**src/rtl/cbdcer_ld_pkg.sv**
```systemverilog
// cbdcer_ld_pkg
//   Shared defaults for the loadable down-counter/timer block.
//   No ports. Provides the default counter width and option settings that the
//   interface and the top-level module use as parameter defaults.
package cbdcer_ld_pkg;

  localparam int DEF_WIDTH       = 4;
  localparam bit DEF_TMR         = 1'b0;
  localparam bit DEF_AUTO_RELOAD = 1'b0;

endpackage

```
**src/rtl/cbdcer_ld_if.sv**
```systemverilog
// cbdcer_ld_if
//   Control/status bundle of the down-counter/timer.
//   Signals:
//     ce      count enable (master -> slave)
//     load    load strobe (master -> slave)
//     ld_val  start / reload value, WIDTH bits (master -> slave)
//     q       current count, WIDTH bits (slave -> master)
//     tc      one-cycle terminal-count pulse (slave -> master)
//     busy    counter running (slave -> master)
//   master: the controlling logic; slave: the counter itself.
interface cbdcer_ld_if
  import cbdcer_ld_pkg::*;
#(
  parameter int WIDTH = DEF_WIDTH
) ();

  logic             ce;
  logic             load;
  logic [WIDTH-1:0] ld_val;
  logic [WIDTH-1:0] q;
  logic             tc;
  logic             busy;

  modport master (
    output ce, load, ld_val,
    input  q, tc, busy
  );

  modport slave (
    input  ce, load, ld_val,
    output q, tc, busy
  );

endinterface

```
**src/rtl/cbdcer_ld_vote.sv**
```systemverilog
// cbdcer_ld_vote
//   Width-generic bitwise 2-of-3 majority voter.
//   Ports:
//     a, b, c  in   WIDTH  the three redundant copies
//     y        out  WIDTH  bitwise majority of a, b, c
module cbdcer_ld_vote #(
  parameter int WIDTH = 1
) (
  input  logic [WIDTH-1:0] a,
  input  logic [WIDTH-1:0] b,
  input  logic [WIDTH-1:0] c,
  output logic [WIDTH-1:0] y
);

  assign y = (a & b) | (a & c) | (b & c);

endmodule

```
**src/rtl/cbdcer_ld.sv**
```systemverilog
// cbdcer_ld
//   Loadable synchronous down-counter/timer with clock enable, terminal-count
//   pulse, optional auto-reload and optional triple-modular redundancy.
//   Ports:
//     clk   in   rising-edge clock
//     srst  in   synchronous reset, active-high (overrides load and ce)
//     bus   slave modport of cbdcer_ld_if (ce, load, ld_val in; q, tc, busy out)
//   Parameters:
//     WIDTH        counter / load-value width
//     TMR          1 = triplicated state, voted every cycle
//     AUTO_RELOAD  1 = reload the last loaded value on terminal count
module cbdcer_ld
  import cbdcer_ld_pkg::*;
#(
  parameter int WIDTH       = DEF_WIDTH,
  parameter bit TMR         = DEF_TMR,
  parameter bit AUTO_RELOAD = DEF_AUTO_RELOAD
) (
  input  logic          clk,
  input  logic          srst,
  cbdcer_ld_if.slave    bus
);

  typedef struct packed {
    logic [WIDTH-1:0] cnt;
    logic [WIDTH-1:0] rld;
    logic             tc;
    logic             busy;
  } state_t;

  // Next state with priority load > ce > hold; tc is a pulse so it clears
  // unless this very edge consumes the last count.
  function automatic state_t next_state(
    input state_t           cur_st,
    input logic             ce,
    input logic             load,
    input logic [WIDTH-1:0] ld_val
  );
    state_t nxt_st;
    nxt_st    = cur_st;
    nxt_st.tc = 1'b0;
    if (load) begin
      nxt_st.cnt  = ld_val;
      nxt_st.rld  = ld_val;
      nxt_st.busy = (ld_val != '0);
    end else if (ce && (cur_st.cnt != '0)) begin
      if (cur_st.cnt == WIDTH'(1)) begin
        nxt_st.tc = 1'b1;
        if (AUTO_RELOAD) begin
          nxt_st.cnt  = cur_st.rld;
          nxt_st.busy = 1'b1;
        end else begin
          nxt_st.cnt  = '0;
          nxt_st.busy = 1'b0;
        end
      end else begin
        nxt_st.cnt = cur_st.cnt - WIDTH'(1);
      end
    end
    return nxt_st;
  endfunction

  state_t cur;
  state_t nxt;

  assign nxt = next_state(cur, bus.ce, bus.load, bus.ld_val);

  generate
    if (TMR) begin : g_tmr
      logic [WIDTH-1:0] cnt_a, cnt_b, cnt_c;
      logic [WIDTH-1:0] rld_a, rld_b, rld_c;
      logic [1:0]       flg_a, flg_b, flg_c;
      logic [WIDTH-1:0] cnt_v;
      logic [WIDTH-1:0] rld_v;
      logic [1:0]       flg_v;

      // All three copies load the same voted next state, so a single upset
      // copy is overwritten on the following edge.
      always_ff @(posedge clk) begin
        if (srst) begin
          cnt_a <= '0;  cnt_b <= '0;  cnt_c <= '0;
          rld_a <= '0;  rld_b <= '0;  rld_c <= '0;
          flg_a <= '0;  flg_b <= '0;  flg_c <= '0;
        end else begin
          cnt_a <= nxt.cnt;  cnt_b <= nxt.cnt;  cnt_c <= nxt.cnt;
          rld_a <= nxt.rld;  rld_b <= nxt.rld;  rld_c <= nxt.rld;
          flg_a <= {nxt.tc, nxt.busy};
          flg_b <= {nxt.tc, nxt.busy};
          flg_c <= {nxt.tc, nxt.busy};
        end
      end

      cbdcer_ld_vote #(.WIDTH(WIDTH)) u_vote_cnt (
        .a(cnt_a), .b(cnt_b), .c(cnt_c), .y(cnt_v)
      );
      cbdcer_ld_vote #(.WIDTH(WIDTH)) u_vote_rld (
        .a(rld_a), .b(rld_b), .c(rld_c), .y(rld_v)
      );
      cbdcer_ld_vote #(.WIDTH(2)) u_vote_flg (
        .a(flg_a), .b(flg_b), .c(flg_c), .y(flg_v)
      );

      assign cur.cnt  = cnt_v;
      assign cur.rld  = rld_v;
      assign cur.tc   = flg_v[1];
      assign cur.busy = flg_v[0];
    end else begin : g_notmr
      state_t st;

      always_ff @(posedge clk) begin
        if (srst) begin
          st <= '0;
        end else begin
          st <= nxt;
        end
      end

      assign cur = st;
    end
  endgenerate

  assign bus.q    = cur.cnt;
  assign bus.tc   = cur.tc;
  assign bus.busy = cur.busy;

endmodule

```
**src/flat_wrapper.sv**
```systemverilog
// flat-port wrapper written by rule: the top's interface ports become plain ports
module cbdcer_ld_flat import cbdcer_ld_pkg::*;
#(
  parameter int WIDTH       = DEF_WIDTH,
  parameter bit TMR         = DEF_TMR,
  parameter bit AUTO_RELOAD = DEF_AUTO_RELOAD
)
  (clk, srst, bus_ce, bus_load, bus_ld_val, bus_q, bus_tc, bus_busy);
  cbdcer_ld_if #(.WIDTH(WIDTH)) bus_i ();
  input  logic clk;
  input  logic srst;
  input wire logic [$bits(bus_i.ce)-1:0] bus_ce;
  input wire logic [$bits(bus_i.load)-1:0] bus_load;
  input wire logic [$bits(bus_i.ld_val)-1:0] bus_ld_val;
  output wire logic [$bits(bus_i.q)-1:0] bus_q;
  output wire logic [$bits(bus_i.tc)-1:0] bus_tc;
  output wire logic [$bits(bus_i.busy)-1:0] bus_busy;
  assign bus_i.ce = bus_ce;
  assign bus_i.load = bus_load;
  assign bus_i.ld_val = bus_ld_val;
  assign bus_q = bus_i.q;
  assign bus_tc = bus_i.tc;
  assign bus_busy = bus_i.busy;
  cbdcer_ld #(.WIDTH(WIDTH), .TMR(TMR), .AUTO_RELOAD(AUTO_RELOAD)) u_core (.clk(clk), .srst(srst), .bus(bus_i));
endmodule
```
**config.mk**
```make
export PLATFORM = sky130hd
export DESIGN_NAME = cbdcer_ld_flat
export DESIGN_NICKNAME = d
export VERILOG_FILES = /design/src/rtl/cbdcer_ld_pkg.sv /design/src/rtl/cbdcer_ld_if.sv /design/src/rtl/cbdcer_ld_vote.sv /design/src/rtl/cbdcer_ld.sv /design/src/flat_wrapper.sv
export SDC_FILE = /design/constraint.sdc
export NUM_CORES = 1
export LEC_CHECK = 0
export CORE_AREA = 2 2 39 41
export DETAILED_ROUTE_END_ITERATION = 12
export DIE_AREA = 0 0 41 43
export MAX_ROUTING_LAYER = met4
export PLACE_DENSITY = 0.63
export SETUP_SLACK_MARGIN = 0.5
export SLEW_MARGIN = 5
export SYNTH_ARGS = -nofsm -noshare
export SYNTH_HDL_FRONTEND = slang
export SYNTH_SLANG_ARGS = --single-unit
```
**constraint.sdc**
```tcl
create_clock -name clk -period 3.6 [get_ports clk]
set_input_delay 0.9 -clock clk [delete_from_list [all_inputs] [get_ports clk]]
set_output_delay 0.9 -clock clk [all_outputs]
set_load 0.02 [all_outputs]
```
== After elaboration in Yosys (flattened, before gate mapping) ==
Cells that the tools add are included.

* Flip-flop bits (word level): 6
* Word-level logic and storage cells: 19
* Output and inout port bits: 6

* Muxes and demuxes: 6
* Bitwise gates (word level): 1
* Equal/unequal tests: 1
* Reduce and logical (&&, ||, !) cells: 7
* Add/sub/neg operators: 1

{| class="wikitable"
|+ Operators with widths
! cell !! number
|-
| $mux W4 || 3
|-
| $reduce_bool A4 Y1 || 2
|-
| $eq A4 B1 Y1 const B || 1
|-
| $reduce_bool A2 Y1 || 2
|-
| $sub A4 B1 Y4 const B || 1
|-
| $reduce_or A3 Y1 || 1
|-
| $mux W1 || 2
|-
| $mux W2 || 1
|-
| $reduce_and A2 Y1 || 1
|-
| $logic_and A1 B1 Y1 || 1
|-
| $not A1 Y1 || 1
|}

== Logic depth before layout (Yosys ltp) ==
Gate-level depths: netlist of run 1.

* Depth after elaboration: 4
* Gate-level depth with buffers: 5
* Gate-level depth less buffers: 5

== Worst setup path before layout of run 1 ==
Ideal clock, no wire load.

* Kind: register to register
* From: register u_core.g_notmr.st, in the netlist u_core.bus.q[0]
* To: register u_core.g_notmr.st, in the netlist u_core.bus.busy
* Stages on the path, launching flop included: 6
* Clock period less this slack: 1601 ps
* Arrival time: 1480 ps
* Required time: 3480 ps
* Setup slack: 1999 ps
* Path through: dfxtp_1 -> inv_1 -> ha_1 -> or4b_1 -> o21ai_1 -> a21oi_1

* Word-level cells in the longest chain between the ends: 4
* Elaborated cells on any way between the ends: 6
* Those cells by class: eq/ne (1); reduce/logical (5)

{| class="wikitable"
|+ Ends and longest elaborated chain
! element !! RTL line !! text
|-
| start: declaration || cbdcer_ld.sv:108 || <nowiki>state_t st;</nowiki>
|-
| start signal: assignment || cbdcer_ld.sv:114 || <nowiki>st <= nxt;</nowiki>
|-
| $reduce_bool A4 Y1 || cbdcer_ld.sv:46 || <nowiki>end else if (ce && (cur_st.cnt != '0)) begin</nowiki>
|-
| $logic_and A1 B1 Y1 || cbdcer_ld.sv:46 ||
|-
| $reduce_bool A2 Y1 (no source line) || -- ||
|-
| $reduce_and A2 Y1 (no source line) (*) || -- ||
|}

Every way passes the cells marked *; elsewhere a longest branch is shown, timed or not.
A chain may end at the register's enable or synchronous reset.

== Worst setup path in the final report of run 1 ==
* From: register u_core.g_notmr.st, in the netlist u_core.bus.q[3]
* To: output port bus_q[3]

{| class="wikitable"
|+ RTL lines
! element !! RTL line !! text
|-
| end: declaration || flat_wrapper.sv:15 || <nowiki>output wire logic [$bits(bus_i.q)-1:0] bus_q;</nowiki>
|}

No word-level cell between the ends.

==> flow_summary.ini, run 1 <==
[final_layout]
area_growth_pct = 48.76
nets = 70
fill_cells = 148
drive_gt1_share_pct = 6.897
layout.cells.non_filler = 74
design_area_um2 = 526.8
n_antenna_cell = 0

[placed_design]
dp.cells = 71
hpwl_um = 682.4
place_area_um2 = 504.2
routabilityCongestion = 0.7739
portBuffers = 13

[min_path]
min_to = u_core.bus.busy$_SDFFE_PP0P_
hold_class = reg2reg
holdPathStages = 2
hp-start = u_core.bus.busy$_SDFFE_PP0P_

[route]
drtIter0Drc = 6
ant_nets = 0
wire_per_inst_um = 12.01
drt-total-wl_um = 889
viasPerCell = 5.176
firstDrtPassIters = 3
vias = 383
drc = 0

[pwr]
combPwrFrac_pct = 26.4
p_int_uw = 135.8
p_sw_uw = 57.17
peakVddDrop_uv = 124.0
p_clk_share_pct = 32.9
power.density_mw_per_mm2 = 366.3
leakagePower_nw = 0.1956
seqPwrFrac_pct = 40.7
p_sw_share_pct = 29.63

[floorplanning]
fp.coreArea_mm2 = 0.001384
io_pins = 14
rows = 14
die_area_mm2 = 0.001763
die_w_um = 41
die_h_um = 43
start_util_pct = 25.59

[sta]
worst_pin_slew_ns = 0.3328
finalMaxSlewViolations = 0
skew_ns = 0.01285
rsz0062_at_grt = no
final-hold-violation-count = 0
max_freq_mhz = 442.0
setup_viol = 0
fin_crit_sh_pct = 62.85
max_slew_margin_pct = 77.77
finalSetupTns_ns = 0
fin_crit_ns = 2.263

[synth]
ys_warn_count = 0
synth.avg_cell_area_um2 = 8.431
async_reset_ff_share_pct = 0
synth_top_cell_by_area = dfxtp_1
synth_cells = 42
synth_top_cells_by_count = dfxtp_1 (6), nand2_1 (5), inv_1 (4)
synth_area_um2 = 354.1
synth_fp_nets = 52
yosys-top-cells-area = dfxtp_1 (34%), ha_1 (7.1%), nand2_1 (5.3%)
yosysMostFrequentCell = dfxtp_1
synth_seq_cells = 6
ys.flop_type = dfxtp_1
ys_seq_area_share_pct = 33.92
ys_types = 23
yosys.area.top_type_share_pct = 33.92
synth_edf_count = 0

[setup_path]
start_kind = register
timing.rr.end = u_core.bus.busy$_SDFFE_PP0P_
worstPathMaxFanout = 8
max_stage_delay_ns = 0.66
critPathArrivalTime_ns = 1.36
crit_family = buffers and inverters
cp.buffers_inverters = 1
cp-end-kind = primary output
path_class = reg2out
worstPathCellList = clkdlybuf4s50_1
ff2ff_path_depth = 5
crit_path_top_delay_cell = clkdlybuf4s50_1
required_ns = 2.70
ff2ff_setup_slack_ns = 1.98
rr_startpoint = u_core.bus.q[0]$_SDFFE_PP0P_

[clock_tree]
root_buffer = clkbuf_4
cts_resized = 0
max-clock-path-buffers = 2
h-tree-depth = 1
clk_pin_slew_worst_paths_ns = 0.05
cts_tree = yes
clkLatencyLatePin_ns = 0.25
post_cts.repair.setup_buffers = 0
cts_buffers = 3
clkSinkCount = 6
hold_buffers = 0

[job]
max_cap_viol_count = 0

[global_routing]
grt_pass1_vias = 307
grtUsageTotal_pct = 11.82
grt_antenna_before_repair = 0
grt.overflow.total = 0
grt_max_degree = 9
grt_pass1_wl_mm = 1.317

[outcome]
status = complete, no violations
## per-stage QoR
step / hold WS, ns / utilization, % / power [mW] / worst slack (ns)
global route: 0.5345 / 38.07 / 0.2074 / 1.277
CTS: 0.4952 / 38.07 / 0.1957 / 1.327
global placement: 0.4728 / 36.44 / 0.1304 / 1.364
floorplan: 0.5529 / - / 0.1057 / 1.999
finish: 0.4938 / 38.07 / 0.1930 / 1.337
detailed placement: 0.4884 / 36.44 / 0.1306 / 1.361
## worst register-to-register path, stage by stage (launching register included)
cell and delay [ns]:
dfxtp_1 0.46, inv_1 0.08, ha_1 0.24, or4b_1 0.52, o21ai_1 0.15, a21oi_1 0.07
## power groups by stage
stage                     combinational, mW  clock (mW)  sequential (mW)
after floorplan                      0.0221           0           0.0836
after global placement               0.0508           0           0.0797
after detailed placement             0.0510           0           0.0796
after CTS                            0.0512      0.0661           0.0785
after global routing                 0.0559      0.0724           0.0791
final                                0.0509      0.0635           0.0785
## sequential cells by signal (all words and copies together), names as in the netlist
signal           cells
u_core.bus.busy      1
u_core.bus.tc        1
u_core.bus.q         4
## placed cells by master (no fill, tap or decap), drive strengths merged, types with 2 or more instances in the layout
master          n
a21o            2
a31oi           2
clkbuf          3
clkdlybuf4s50  13
dfxtp           6
ha              2
inv             4
nand2           5
nor2            2
nor3            3
nor3b           2
o211ai          2
## how the worst max path moves through the flow
stage | startpoint | to | cells past startpoint
finish | u_core.bus.q[3]$_SDFFE_PP0P_ | bus_q[3] | 1
global placement | bus_load | u_core.bus.q[1]$_SDFFE_PP0P_ | 4
CTS | u_core.bus.q[3]$_SDFFE_PP0P_ | bus_q[3] | 1
floorplan | u_core.bus.q[0]$_SDFFE_PP0P_ | u_core.bus.busy$_SDFFE_PP0P_ | 5
global route | u_core.bus.q[2]$_SDFFE_PP0P_ | bus_q[2] | 1
detailed placement | bus_load | u_core.bus.q[1]$_SDFFE_PP0P_ | 4
## layout make-up
type	instances	area, um2	area share [%]
inverter	4	15.01	2.850
clock buffer	3	22.52	4.276
sequential	6	120.1	22.80
tap	16	20.02	3.800
timing repair buffer	13	130.1	24.70
multi-input combinational	32	219.0	41.57
## logic make-up (layout without fill, tap and decap cells)
family,Yosys count,in the layout,synth area share [%]
compound gates,11,11,21.90
xor+xnor,1,1,2.474
fa+ha+maj,2,2,7.066
buf+inv,4,20,4.239
flops,6,6,33.92
simple gates,18,18,30.39
## routing by layer
layer | global-route usage, % | vias to the layer above | part of all wire, %
met2 | 17.19 | 15 | 47
met3 | 4.712 | 4 | 8.9
met5 | - | - | 0
met1 | 12.50 | 173 | 42
li1 | - | 191 | -
met4 | 8.000 | 0 | 1.8
No activity file was read; power rests on OpenSTA's default activity.
==> run 2, diff against run 1 <==
--- a/config.mk
+++ b/config.mk
@@ -9,7 +9,7 @@
 export DETAILED_ROUTE_END_ITERATION = 12
 export DIE_AREA = 0 0 41 43
 export MAX_ROUTING_LAYER = met4
-export PLACE_DENSITY = 0.63
+export PLACE_DENSITY = 0.65
 export SETUP_SLACK_MARGIN = 0.5
 export SLEW_MARGIN = 5
 export SYNTH_ARGS = -nofsm -noshare
==> constraint.sdc (replaced) <==
create_clock -name clk -period 2 [get_ports clk]
set_input_delay 0.5 -clock clk [delete_from_list [all_inputs] [get_ports clk]]
set_output_delay 0.5 -clock clk [all_outputs]
set_load 0.02 [all_outputs]
==> flow_summary.ini, run 2 (same netlist as run 1, synthesis figures left out) <==
[global_routing]
grt_max_degree = 9
grt_pass1_wl_mm = 1.435
grtUsageTotal_pct = 12.45
grt_pass1_vias = 348
grt.overflow.total = 0
grt_antenna_before_repair = 0

[sta]
finalMaxSlewViolations = 0
rsz0062_at_grt = no
max_freq_mhz = 694.0
fin_crit_ns = 1.441
setup_viol = 0
finalSetupTns_ns = 0
skew_ns = 0.003550
worst_pin_slew_ns = 0.3037
fin_crit_sh_pct = 72.05
max_slew_margin_pct = 79.71
setup_ws_ns = 0.5590
final-hold-violation-count = 0
whs_ns = 0.4614

[floorplanning]
start_util_pct = 25.59
io_pins = 14
die_area_mm2 = 0.001763
fp.coreArea_mm2 = 0.001384
rows = 14
die_h_um = 43
die_w_um = 41

[setup_path]
path_class = reg2out
crit_family = flip-flops
worstPathMaxFanout = 6
critPathArrivalTime_ns = 0.94
cp-end-kind = primary output
cp.buffers_inverters = 1
timing.rr.end = u_core.bus.busy$_SDFFE_PP0P_
start_kind = register
ff2ff_path_depth = 5
max_stage_delay_ns = 0.37
rr_startpoint = u_core.bus.q[1]$_SDFFE_PP0P_
required_ns = 1.50
crit_path_top_delay_cell = dfxtp_4
worstPathCellList = dlygate4sd2_1
ff2ff_setup_slack_ns = 0.58

[final_layout]
area_growth_pct = 55.48
drive_gt1_share_pct = 23.73
layout.cells.non_filler = 75
nets = 71
final_cell_mix = nand2_1 (5), dlygate4sd2_1 (5), clkdlybuf4s50_1 (5)
n_antenna_cell = 0
largest_reg_flops = 4

[pwr]
p_sw_uw = 97.87
p_int_uw = 242.8
leakagePower_nw = 0.2356
combPwrFrac_pct = 26.8
p_clk_share_pct = 31.6
power.density_mw_per_mm2 = 618.9
p_sw_share_pct = 28.72
seqPwrFrac_pct = 41.7
peakVddDrop_uv = 197.8

[clock_tree]
clkLatencyLatePin_ns = 0.24
hold_buffers = 0
clkSinkCount = 6
cts_tree = yes
max-clock-path-buffers = 2
clk_pin_slew_worst_paths_ns = 0.04
cts_buffers = 3
h-tree-depth = 1
root_buffer = clkbuf_4

[placed_design]
routabilityCongestion = 0.8144
dp.cells = 72
portBuffers = 13
hpwl_um = 656.8
post-place-ws_ns = 0.2441

[route]
drtIter0Drc = 4
drc = 0
drt-total-wl_um = 859
vias = 390
wire_per_inst_um = 11.45
viasPerCell = 5.200
firstDrtPassIters = 4
ant_nets = 0

[min_path]
hold_class = reg2reg
holdPathStages = 2
hp-start = u_core.bus.busy$_SDFFE_PP0P_
min_to = u_core.bus.busy$_SDFFE_PP0P_

[outcome]
status = complete, no violations

[job]
max_cap_viol_count = 0
[run 2: cell count changes in the layout (fill, tap and decap cells not counted), moves of 2 or more]
cell             previous run  this run
dfxtp_2                     0         2
dlygate4sd2_1               0         5
clkdlybuf4s50_1            13         5
dfxtp_1                     6         3
[run 2: worst max path at each step]
| stage | end | cells after the start | slack [ns] | startpoint |
|---|---|---|---|---|
| after detailed placement | u_core.bus.q[1]$_SDFFE_PP0P_ | 4 | 0.24 | bus_ce |
| after global placement | u_core.bus.q[1]$_SDFFE_PP0P_ | 4 | 0.26 | bus_ce |
| after floorplan | u_core.bus.busy$_SDFFE_PP0P_ | 5 | 0.51 | u_core.bus.q[0]$_SDFFE_PP0P_ |
| after CTS | bus_q[3] | 1 | 0.43 | u_core.bus.q[3]$_SDFFE_PP0P_ |
| final | bus_q[0] | 1 | 0.56 | u_core.bus.q[0]$_SDFFE_PP0P_ |
| after global routing | u_core.bus.busy$_SDFFE_PP0P_ | 5 | 0.51 | u_core.bus.q[1]$_SDFFE_PP0P_ |
[run 2: metal layers]
| layer | global-route usage [%] | wire [um] | vias up |
|---|---|---|---|
| li1 | - | - | 193 |
| met3 | 4.712 | 90 | 0 |
| met4 | 8.000 | 0 | 0 |
| met2 | 16.25 | 360 | 20 |
| met5 | - | 0 | - |
| met1 | 15.43 | 408 | 177 |
[run 2: power by group through the flow]
stage	clock network, mW	logic (mW)	registers (mW)
finish	0.108	0.0912	0.142
CTS	0.111	0.0887	0.141
floorplan	0	0.0398	0.151
detailed placement	0	0.0935	0.144
global route	0.121	0.103	0.143
global placement	0	0.0935	0.144
[run 2: metrics by stage]
step | utilization, % | cell area, um2 | power (mW)
finish | 39.78 | 550.5 | 0.3407
floorplan | - | 356.6 | 0.1910
global route | 39.78 | 550.5 | 0.3671
detailed placement | 37.16 | 514.2 | 0.2372
CTS | 38.61 | 534.3 | 0.3407
global placement | 37.16 | 514.2 | 0.2373
[run 2: final cells by class]
| cell class | count | area (um2) |
|---|---|---|
| inverters | 4 | 15.01 |
| multi-input cells | 32 | 236.5 |
| clock buffers | 3 | 22.52 |
| repair buffers | 14 | 130.1 |
| fillers | 151 | 833.3 |
| well taps | 16 | 20.02 |
| flip-flops and latches | 6 | 126.4 |
[run 2: what timing repair did]
item,CTS,global route
buffers inserted,0,0
setup endpoints to repair,8,3
resized for setup,11,7
pin swaps,0,0
